File: src/rtl/cylon_pkg.sv
// Shared definitions for the cylon LED engine, its mode controller and the top level.
package cylon_pkg;
  localparam int MODE_W  = 2;
  localparam int NUM_BTN = 3;
  localparam int BTN_C   = 0;
  localparam int BTN_L   = 1;
  localparam int BTN_R   = 2;

  typedef enum logic [MODE_W-1:0] {
    MODE_CYLON  = 2'b00,
    MODE_R_TO_L = 2'b01,
    MODE_L_TO_R = 2'b10
  } mode_e;

  // Demo-mode rotation order.
  function automatic mode_e mode_advance(mode_e m);
    case (m)
      MODE_CYLON:  return MODE_R_TO_L;
      MODE_R_TO_L: return MODE_L_TO_R;
      default:     return MODE_CYLON;
    endcase
  endfunction
endpackage

File: src/rtl/cylon_mode_ctrl_if.sv
// Button/switch inputs and mode/speed outputs of the cylon mode controller.
interface cylon_mode_ctrl_if;
  import cylon_pkg::*;
  logic              btnC;
  logic              btnL;
  logic              btnR;
  logic              auto_en;
  logic [2:0]        speed_sw;
  logic [MODE_W-1:0] mode;
  logic [2:0]        speed;
  logic              mode_load;

  modport master (output btnC, btnL, btnR, auto_en, speed_sw,
                  input  mode, speed, mode_load);
  modport slave  (input  btnC, btnL, btnR, auto_en, speed_sw,
                  output mode, speed, mode_load);
endinterface

File: src/rtl/cylon_debounce.sv
// One push-button: 2-flop sync, stability counter, one-cycle pulse on accepted press.
module cylon_debounce #(
  parameter logic [19:0] DEBOUNCE_CYCLES = 20'd1_000_000
) (
  input  logic clk,
  input  logic rst_n,
  input  logic raw,
  output logic press
);
  logic        s1, s2, level;
  logic [19:0] cnt;

  always_ff @(posedge clk) begin
    if (!rst_n) begin
      s1    <= 1'b0;
      s2    <= 1'b0;
      level <= 1'b0;
      cnt   <= '0;
      press <= 1'b0;
    end else begin
      s1    <= raw;
      s2    <= s1;
      press <= 1'b0;
      if (s2 == level) begin
        cnt <= '0;
      end else if (cnt == DEBOUNCE_CYCLES - 20'd1) begin
        // Level flips; only a 0->1 flip is a press.
        level <= s2;
        cnt   <= '0;
        press <= s2;
      end else begin
        cnt <= cnt + 20'd1;
      end
    end
  end
endmodule

File: src/rtl/cylon_mode_ctrl.sv
// Mode controller: debounced buttons select mode, optional auto-cycling, synced speed.
module cylon_mode_ctrl
  import cylon_pkg::*;
#(
  parameter logic [19:0] DEBOUNCE_CYCLES = 20'd1_000_000,
  parameter logic [31:0] AUTO_CYCLES     = 32'd500_000_000
) (
  input  logic               clk,
  input  logic               rst_n,
  cylon_mode_ctrl_if.slave   bus
);
  logic [NUM_BTN-1:0] raw, press;
  logic               auto_s1, auto_s2;
  logic [2:0]         spd_s1, spd_s2;
  mode_e              mode_q, mode_d;
  logic [31:0]        timer_q, timer_d;
  logic               load_q;

  assign raw = {bus.btnR, bus.btnL, bus.btnC};

  cylon_debounce #(.DEBOUNCE_CYCLES(DEBOUNCE_CYCLES)) u_db [NUM_BTN-1:0] (
    .clk   (clk),
    .rst_n (rst_n),
    .raw   (raw),
    .press (press)
  );

  always_ff @(posedge clk) begin
    if (!rst_n) begin
      auto_s1 <= 1'b0;
      auto_s2 <= 1'b0;
      spd_s1  <= '0;
      spd_s2  <= '0;
      mode_q  <= MODE_CYLON;
      timer_q <= '0;
      load_q  <= 1'b0;
    end else begin
      auto_s1 <= bus.auto_en;
      auto_s2 <= auto_s1;
      spd_s1  <= bus.speed_sw;
      spd_s2  <= spd_s1;
      mode_q  <= mode_d;
      timer_q <= timer_d;
      load_q  <= (mode_d != mode_q);
    end
  end

  always_comb begin
    mode_d  = mode_q;
    timer_d = timer_q;
    if (!auto_s2) begin
      timer_d = '0;
    end else if (timer_q == AUTO_CYCLES - 32'd1) begin
      timer_d = '0;
      mode_d  = mode_advance(mode_q);
    end else begin
      timer_d = timer_q + 32'd1;
    end
    // Presses override a same-cycle auto advance and restart the demo timer.
    if (|press) timer_d = '0;
    if (press[BTN_C])      mode_d = MODE_CYLON;
    else if (press[BTN_R]) mode_d = MODE_L_TO_R;
    else if (press[BTN_L]) mode_d = MODE_R_TO_L;
  end

  assign bus.mode      = mode_q;
  assign bus.speed     = spd_s2;
  assign bus.mode_load = load_q;
endmodule

File: src/flat_wrapper.sv
// flat-port wrapper written by rule: the top's interface ports become plain ports
module cylon_mode_ctrl_flat import cylon_pkg::*;
#(
  parameter logic [19:0] DEBOUNCE_CYCLES = 20'd1_000_000,
  parameter logic [31:0] AUTO_CYCLES     = 32'd500_000_000
)
  (clk, rst_n, bus_btnC, bus_btnL, bus_btnR, bus_auto_en, bus_speed_sw, bus_mode, bus_speed, bus_mode_load);
  cylon_mode_ctrl_if bus_i ();
  input  logic clk;
  input  logic rst_n;
  input wire logic [$bits(bus_i.btnC)-1:0] bus_btnC;
  input wire logic [$bits(bus_i.btnL)-1:0] bus_btnL;
  input wire logic [$bits(bus_i.btnR)-1:0] bus_btnR;
  input wire logic [$bits(bus_i.auto_en)-1:0] bus_auto_en;
  input wire logic [$bits(bus_i.speed_sw)-1:0] bus_speed_sw;
  output wire logic [$bits(bus_i.mode)-1:0] bus_mode;
  output wire logic [$bits(bus_i.speed)-1:0] bus_speed;
  output wire logic [$bits(bus_i.mode_load)-1:0] bus_mode_load;
  assign bus_i.btnC = bus_btnC;
  assign bus_i.btnL = bus_btnL;
  assign bus_i.btnR = bus_btnR;
  assign bus_i.auto_en = bus_auto_en;
  assign bus_i.speed_sw = bus_speed_sw;
  assign bus_mode = bus_i.mode;
  assign bus_speed = bus_i.speed;
  assign bus_mode_load = bus_i.mode_load;
  cylon_mode_ctrl #(.DEBOUNCE_CYCLES(DEBOUNCE_CYCLES), .AUTO_CYCLES(AUTO_CYCLES)) u_core (.clk(clk), .rst_n(rst_n), .bus(bus_i));
endmodule
File: config.mk
export PLATFORM = sky130hd
export DESIGN_NAME = cylon_mode_ctrl_flat
export DESIGN_NICKNAME = d
export VERILOG_FILES = /design/src/rtl/cylon_pkg.sv /design/src/rtl/cylon_mode_ctrl_if.sv /design/src/rtl/cylon_debounce.sv /design/src/rtl/cylon_mode_ctrl.sv /design/src/flat_wrapper.sv
export SDC_FILE = /design/constraint.sdc
export NUM_CORES = 1
export LEC_CHECK = 0
export CAP_MARGIN = 30
export CORE_MARGIN = 8
export CORE_UTILIZATION = 50
export DETAILED_ROUTE_END_ITERATION = 8
export PLACE_DENSITY = 0.79
export SYNTH_ARGS = -nofsm -noshare
export SYNTH_HDL_FRONTEND = slang
export SYNTH_SLANG_ARGS = --single-unit
File: constraint.sdc
create_clock -name clk -period 1.7 [get_ports clk]
set_input_delay 0.255 -clock clk [delete_from_list [all_inputs] [get_ports clk]]
set_output_delay 0.255 -clock clk [all_outputs]
set_load 0.005 [all_outputs]
**Word level (Yosys, flattened, before mapping)**

Index checks and enable logic that the tools add are counted.

- Flip-flop bits (word level): 115
- Latch bits: 0
- Memory bits (writable): 0
- Bits in read-only memories: 0
- Bits of input ports: 9
- Output and inout bits: 6
- Logic and storage cells: 60
- Memories kept: 0

- Add/sub/neg operators: 4
- Multiply operators: 0
- Divide/modulo/power cells: 0
- Magnitude comparators: 0
- Eq/ne operators: 9
- Shift-type cells: 0
- Multiplexer cells: 6
- Bitwise operators: 8
- Reduce and logical (&&, ||, !) cells: 11

Operators by type and width:

| operator | number |
|---|---|
| $add A20 B1 Y20 const B | 3 |
| $eq A20 B20 Y1 const B | 3 |
| $add A32 B1 Y32 const B | 1 |
| $eq A32 B29 Y1 const B | 1 |
| $reduce_or A3 Y1 | 6 |
| $mux W2 | 5 |
| $not A1 Y1 | 8 |
| $reduce_and A2 Y1 | 3 |
| $reduce_or A6 Y1 | 1 |
| $pmux W2 S2 | 1 |
| $eq A1 B1 Y1 | 3 |
| $eq A2 B1 Y1 const B | 1 |
| $logic_not A2 Y1 | 1 |
| $ne A2 B2 Y1 | 1 |

**Depth between registers and ports, before layout**

- Word-level depth: 8
- Depth in mapped cells: 8
- Mapped depth without buffers: 6

**Modules after synthesis**

A second synthesis with hierarchy kept.

- Cell total of the unflattened synthesis: 588
- Area, all modules: 5,310.1 um^2

By module, submodules not included:

| module | times used | cells each | area each (um^2) | seq. area each (um^2) |
|---|---|---|---|---|
| cylon_debounce | 3 | 124 | 1,079.8 | 480.5 |
| cylon_mode_ctrl | 1 | 216 | 2,070.7 | 860.8 |

**Worst setup path before layout**

OpenSTA, ideal clock, no wires.

- Kind: flip-flop to flip-flop
- From: reg u_core.timer_q[8]
- To: reg u_core.timer_q[31]
- Library setup time: 0.066 ns
- Arrival time: 1.777 ns
- Required time: 1.634 ns
- Path slack: -0.143 ns
- Cell stages (with the launch flop): 7
- Buffers on the path: 1
- Period minus slack after synthesis: 1.843 ns
- Cell sequence: dfxtp_1 > buf_2 > nand4_4 > nor4_4 > nand2_2 > or4_4 > a21oi_2

- Word-level cells in the longest chain between the ends: 2
- Elaborated cells on any way between the ends: 3
- Those cells by class: 1 x add/sub; 1 x eq/ne; 1 x reduce/logical

Ends and longest elaborated chain:

| what | RTL line | text |
|---|---|---|
| start: declaration | cylon_mode_ctrl.sv:16 | `logic [31:0] timer_q, timer_d;` |
| start signal: assignment | cylon_mode_ctrl.sv:43 | `timer_q <= timer_d;` |
| parallel branches: the longest is 2 deep, another holds $add A32 B1 Y32 | - |  |

Parallel ways; which one is timed is not known.
A chain may end at the register's enable or synchronous reset.

**Worst setup path after layout**

- From: reg u_core.timer_q[20]
- To: reg u_core.load_q (netlist: u_core.bus.mode_load)

- Word-level cells in the longest chain between the ends: 7

Ends and longest elaborated chain:

| what | RTL line | text |
|---|---|---|
| $eq A32 B29 Y1 | cylon_mode_ctrl.sv:53 | `end else if (timer_q == AUTO_CYCLES - 32'd1) begin` |
| $mux W2 | cylon_mode_ctrl.sv:53 |  |
| $mux W2 | cylon_mode_ctrl.sv:51 | `if (!auto_s2) begin` |
| $mux W2 | cylon_mode_ctrl.sv:63 | `else if (press[BTN_L]) mode_d = MODE_R_TO_L;` |
| $mux W2 | cylon_mode_ctrl.sv:62 | `else if (press[BTN_R]) mode_d = MODE_L_TO_R;` |
| $mux W2 | cylon_mode_ctrl.sv:61 | `if (press[BTN_C]) mode_d = MODE_CYLON;` |
| $ne A2 B2 Y1 | cylon_mode_ctrl.sv:44 | `load_q <= (mode_d != mode_q);` |
| end signal: assignment | cylon_mode_ctrl.sv:44 |  |
| end: declaration | cylon_mode_ctrl.sv:17 | `logic load_q;` |

No other way between the ends.

==> results.sh <==
export IMPL_status="complete, but fails checks"
export IMPL_violations="setup timing"
export IMPL_syn_area_um2=4900
export IMPL_rows=36
export IMPL_layout_drive_gt1_share_pct=23.5
export IMPL_vias=4166
export IMPL_area_delta_synth_final_pct=33.3
export IMPL_crit_fanout=4
export IMPL_synth_edf_count=0
export IMPL_synth_async_sr_flop_share_pct=0
export IMPL_dr_pass1_iters=5
export IMPL_maxCapViolCount=0
export IMPL_finalCritPeriodShare_pct=104
export IMPL_crit_path_end_kind="register"
export IMPL_track_usage_pct=17.5
export IMPL_synth_compound_area_share_pct=2.02
export IMPL_grt_pass1_wl_um=18800
export IMPL_synth_top_family_by_area="simple AND/OR/NAND/NOR gates"
export IMPL_diodes=0
export IMPL_clk_latency_ns=0.52
export IMPL_slew_headroom_pct=75.5
export IMPL_vdd_drop_max_v=0.000837
export IMPL_grt_setup_unrepaired="true"
export IMPL_netlist_instances=555
export IMPL_cts_buffers=17
export IMPL_synth_top_area_share_pct=47.0
export IMPL_critPathRequiredTime_ns=2.12
export IMPL_wl_um=11600
export IMPL_fin_ws_ns=-0.0618
export IMPL_yosys_area_top_type="dfxtp_1"
export IMPL_synth_avg_cell_area_um2=8.84
export IMPL_synth_xor_area_share_pct=14.6
export IMPL_yosys_top_cells_area="dfxtp_1, xor2_1, nor2_1"
export IMPL_start_util_pct=50.9
export IMPL_io_buffer_count=14
export IMPL_yosys_cell_count_top_type="dfxtp_1"
export IMPL_cts_tree="done"
export IMPL_io_pins=15
export IMPL_cts_reportedPaths_clkPinSlew_ns=0.06
export IMPL_hpwlAfterDp_um=6660
export IMPL_antenna_found_initial=0
export IMPL_grt_overflow=0
export IMPL_final_core_utilization_pct=67.8
export IMPL_synth_seq_area_share_pct=47.0
export IMPL_min_path_type="input pin to register"
export IMPL_synthTopCellsByCount="dfxtp_1, nor2_1, xor2_1, nand3_1, nand2_1"
export IMPL_die_area_um2=13200
export IMPL_clock_path_buffers=2
export IMPL_fp_dieH_um=115
export IMPL_arrival_ns=2.18
export IMPL_worst_pin_slew_ns=0.364
export IMPL_ys_ff_latch=115
export IMPL_wl_per_cell_um=15.0
export IMPL_synth_nets=568
export IMPL_avgViaCountPerCell=5.37
export IMPL_grt_max_degree=28
export IMPL_yosysWarnings=0
export IMPL_power_density_nw_per_um2=968
export IMPL_drc=0
export IMPL_hold_viol=0
export IMPL_cts_hold_buf=0
export IMPL_yosys_cell_types_count=41
export IMPL_die_w_um=115
export IMPL_cp_start_kind="register"
export IMPL_yosys_area_share_adder_pct=1.02
export IMPL_synthMuxAreaShare_pct=0.612
export IMPL_fin_nets=643
export IMPL_initialDrtViolationCount=242
export IMPL_slew_violations=0
export IMPL_grt_pass1_vias=4194
export IMPL_fin_skew_ns=0.00868
export IMPL_cts_sinks=115
export IMPL_cts_max_level=4
export IMPL_core_um2=9640
export IMPL_setup_viol=30
export IMPL_synthFlopType="dfxtp_1"
export IMPL_fmax_ghz=0.568
export IMPL_p_leak_nw=2.35
export IMPL_cts_root_buf="clkbuf_8"
export IMPL_gp_congestion=0.831
export IMPL_fin_crit_ns=1.76
export IMPL_setup_worst_path_class="register to register"
export IMPL_final_area_um2=6540
export IMPL_yosys_area_share_simple_pct=32.4
export IMPL_post_dp_cell_area_um2=5590
export IMPL_antenna_left=0
==> registers in the layout (all words and copies together) (netlist names) <==
| register | cells |
|---|---|
| u_core.u_db.s2 | 3 |
| u_core.u_db.level | 3 |
| u_core.u_db.s1 | 3 |
| u_core.auto_s1 | 1 |
| u_core.bus.mode_load | 1 |
| u_core.u_db.cnt | 60 |
| u_core.u_db.press | 3 |
| u_core.spd_s1 | 3 |
| u_core.auto_s2 | 1 |
| u_core.bus.speed | 3 |
| u_core.timer_q | 32 |
| u_core.bus.mode | 2 |
==> layout by cell type, fill, tap and decap left out, types with 3 or more instances in the layout <==
cell / count
o211ai_1: 3
nand3_2: 3
nor4b_1: 3
nor2_2: 7
mux2i_1: 3
inv_6: 6
nand4_1: 24
clkbuf_16: 18
nor2_1: 95
nand3b_1: 8
buf_12: 4
dfxtp_1: 100
nand3_1: 42
nor4_4: 3
nor2_4: 8
nor3_2: 3
clkdlybuf4s50_1: 13
xor2_2: 3
and2_1: 15
nor3_1: 9
dfxtp_4: 5
nor4_1: 6
nand2_1: 39
and3_1: 11
dfxtp_2: 10
a21oi_1: 5
nor2b_1: 3
xor2_1: 60
xnor2_1: 19
clkbuf_8: 3
buf_4: 49
and4_1: 6
inv_1: 12
o21ai_0: 3
buf_6: 3
==> what timing repair did <==
item                                    CTS  global route
buffers inserted                          2             4
gates cloned                              1             2
pin swaps                                 2            16
endpoints found under the setup margin   52            72
resized for setup                        11            56
==> report_power, final <==
part	switching (W)	internal [W]	leakage, nW	total, W
combinational	0.0000482	0.0000580	1.13	0.000106
clock	0.00132	0.00219	0.286	0.00350
sequential	0.00000999	0.00271	0.938	0.00272
==> per-stage QoR <==
| step | hold slack, ns | total power (W) | setup TNS (ns) | setup slack, ns | std cells |
|---|---|---|---|---|---|
| floorplan | 0.382 | 0.00282 | 0 | 0.000443 | 555 |
| global placement | 0.414 | 0.00287 | -0.0804 | -0.00763 | 735 |
| detailed placement | 0.421 | 0.00287 | -0.684 | -0.0398 | 735 |
| CTS | 0.301 | 0.00636 | -0.00647 | -0.00647 | 770 |
| global route | 0.309 | 0.00652 | -2.53 | -0.0969 | 776 |
| finish | 0.316 | 0.00633 | -1.33 | -0.0618 | 776 |
==> worst max-delay path, stage by stage, from the launching register on <==
cell and delay (ns):
dfxtp_2 0.32, or4b_4 0.54, nor3_4 0.20, buf_6 0.14
nand4_1 0.18, a21oi_1 0.28
==> kinds of logic (layout without fill, tap and decap cells) <==
family / Yosys count / after routing
adder cells (fa/ha/maj): 4 / 4
buffers and inverters: 29 / 117
AND/OR/NAND/NOR: 306 / 306
multiplexers: 3 / 3
flip-flops: 115 / 115
AO/OA/AOI/OAI: 16 / 16
XOR/XNOR: 82 / 82
==> routing by layer <==
layer / wire length [µm] / GRT usage (%)
met4: 347 / 7.79
met1: 4770 / 19.5
met5: 0 / 0
met3: 521 / 5.04
met2: 5990 / 30.2
==> path summary, 6_finish.rpt <==
kind                      start  cells past startpoint  slack, ns                    to
min reg2reg    u_core.spd_s1[1]                      1       0.43   u_core.bus.speed[1]
max reg2reg  u_core.timer_q[20]                      5      -0.06  u_core.bus.mode_load
min                    bus_btnR                      2       0.32     u_core.u_db[2].s1
max          u_core.timer_q[20]                      5      -0.06  u_core.bus.mode_load
==> area by class of cell <==
class	instances	area, µm²
Clock buffer	19	442
Clock inverter	13	146
Fill cell	694	3100
Inverter	12	45.0
Multi-Input combinational cell	411	2700
Sequential cell	115	2330
Tap cell	133	166
Timing Repair Buffer	73	702
(Power assumes the default switching activity.)
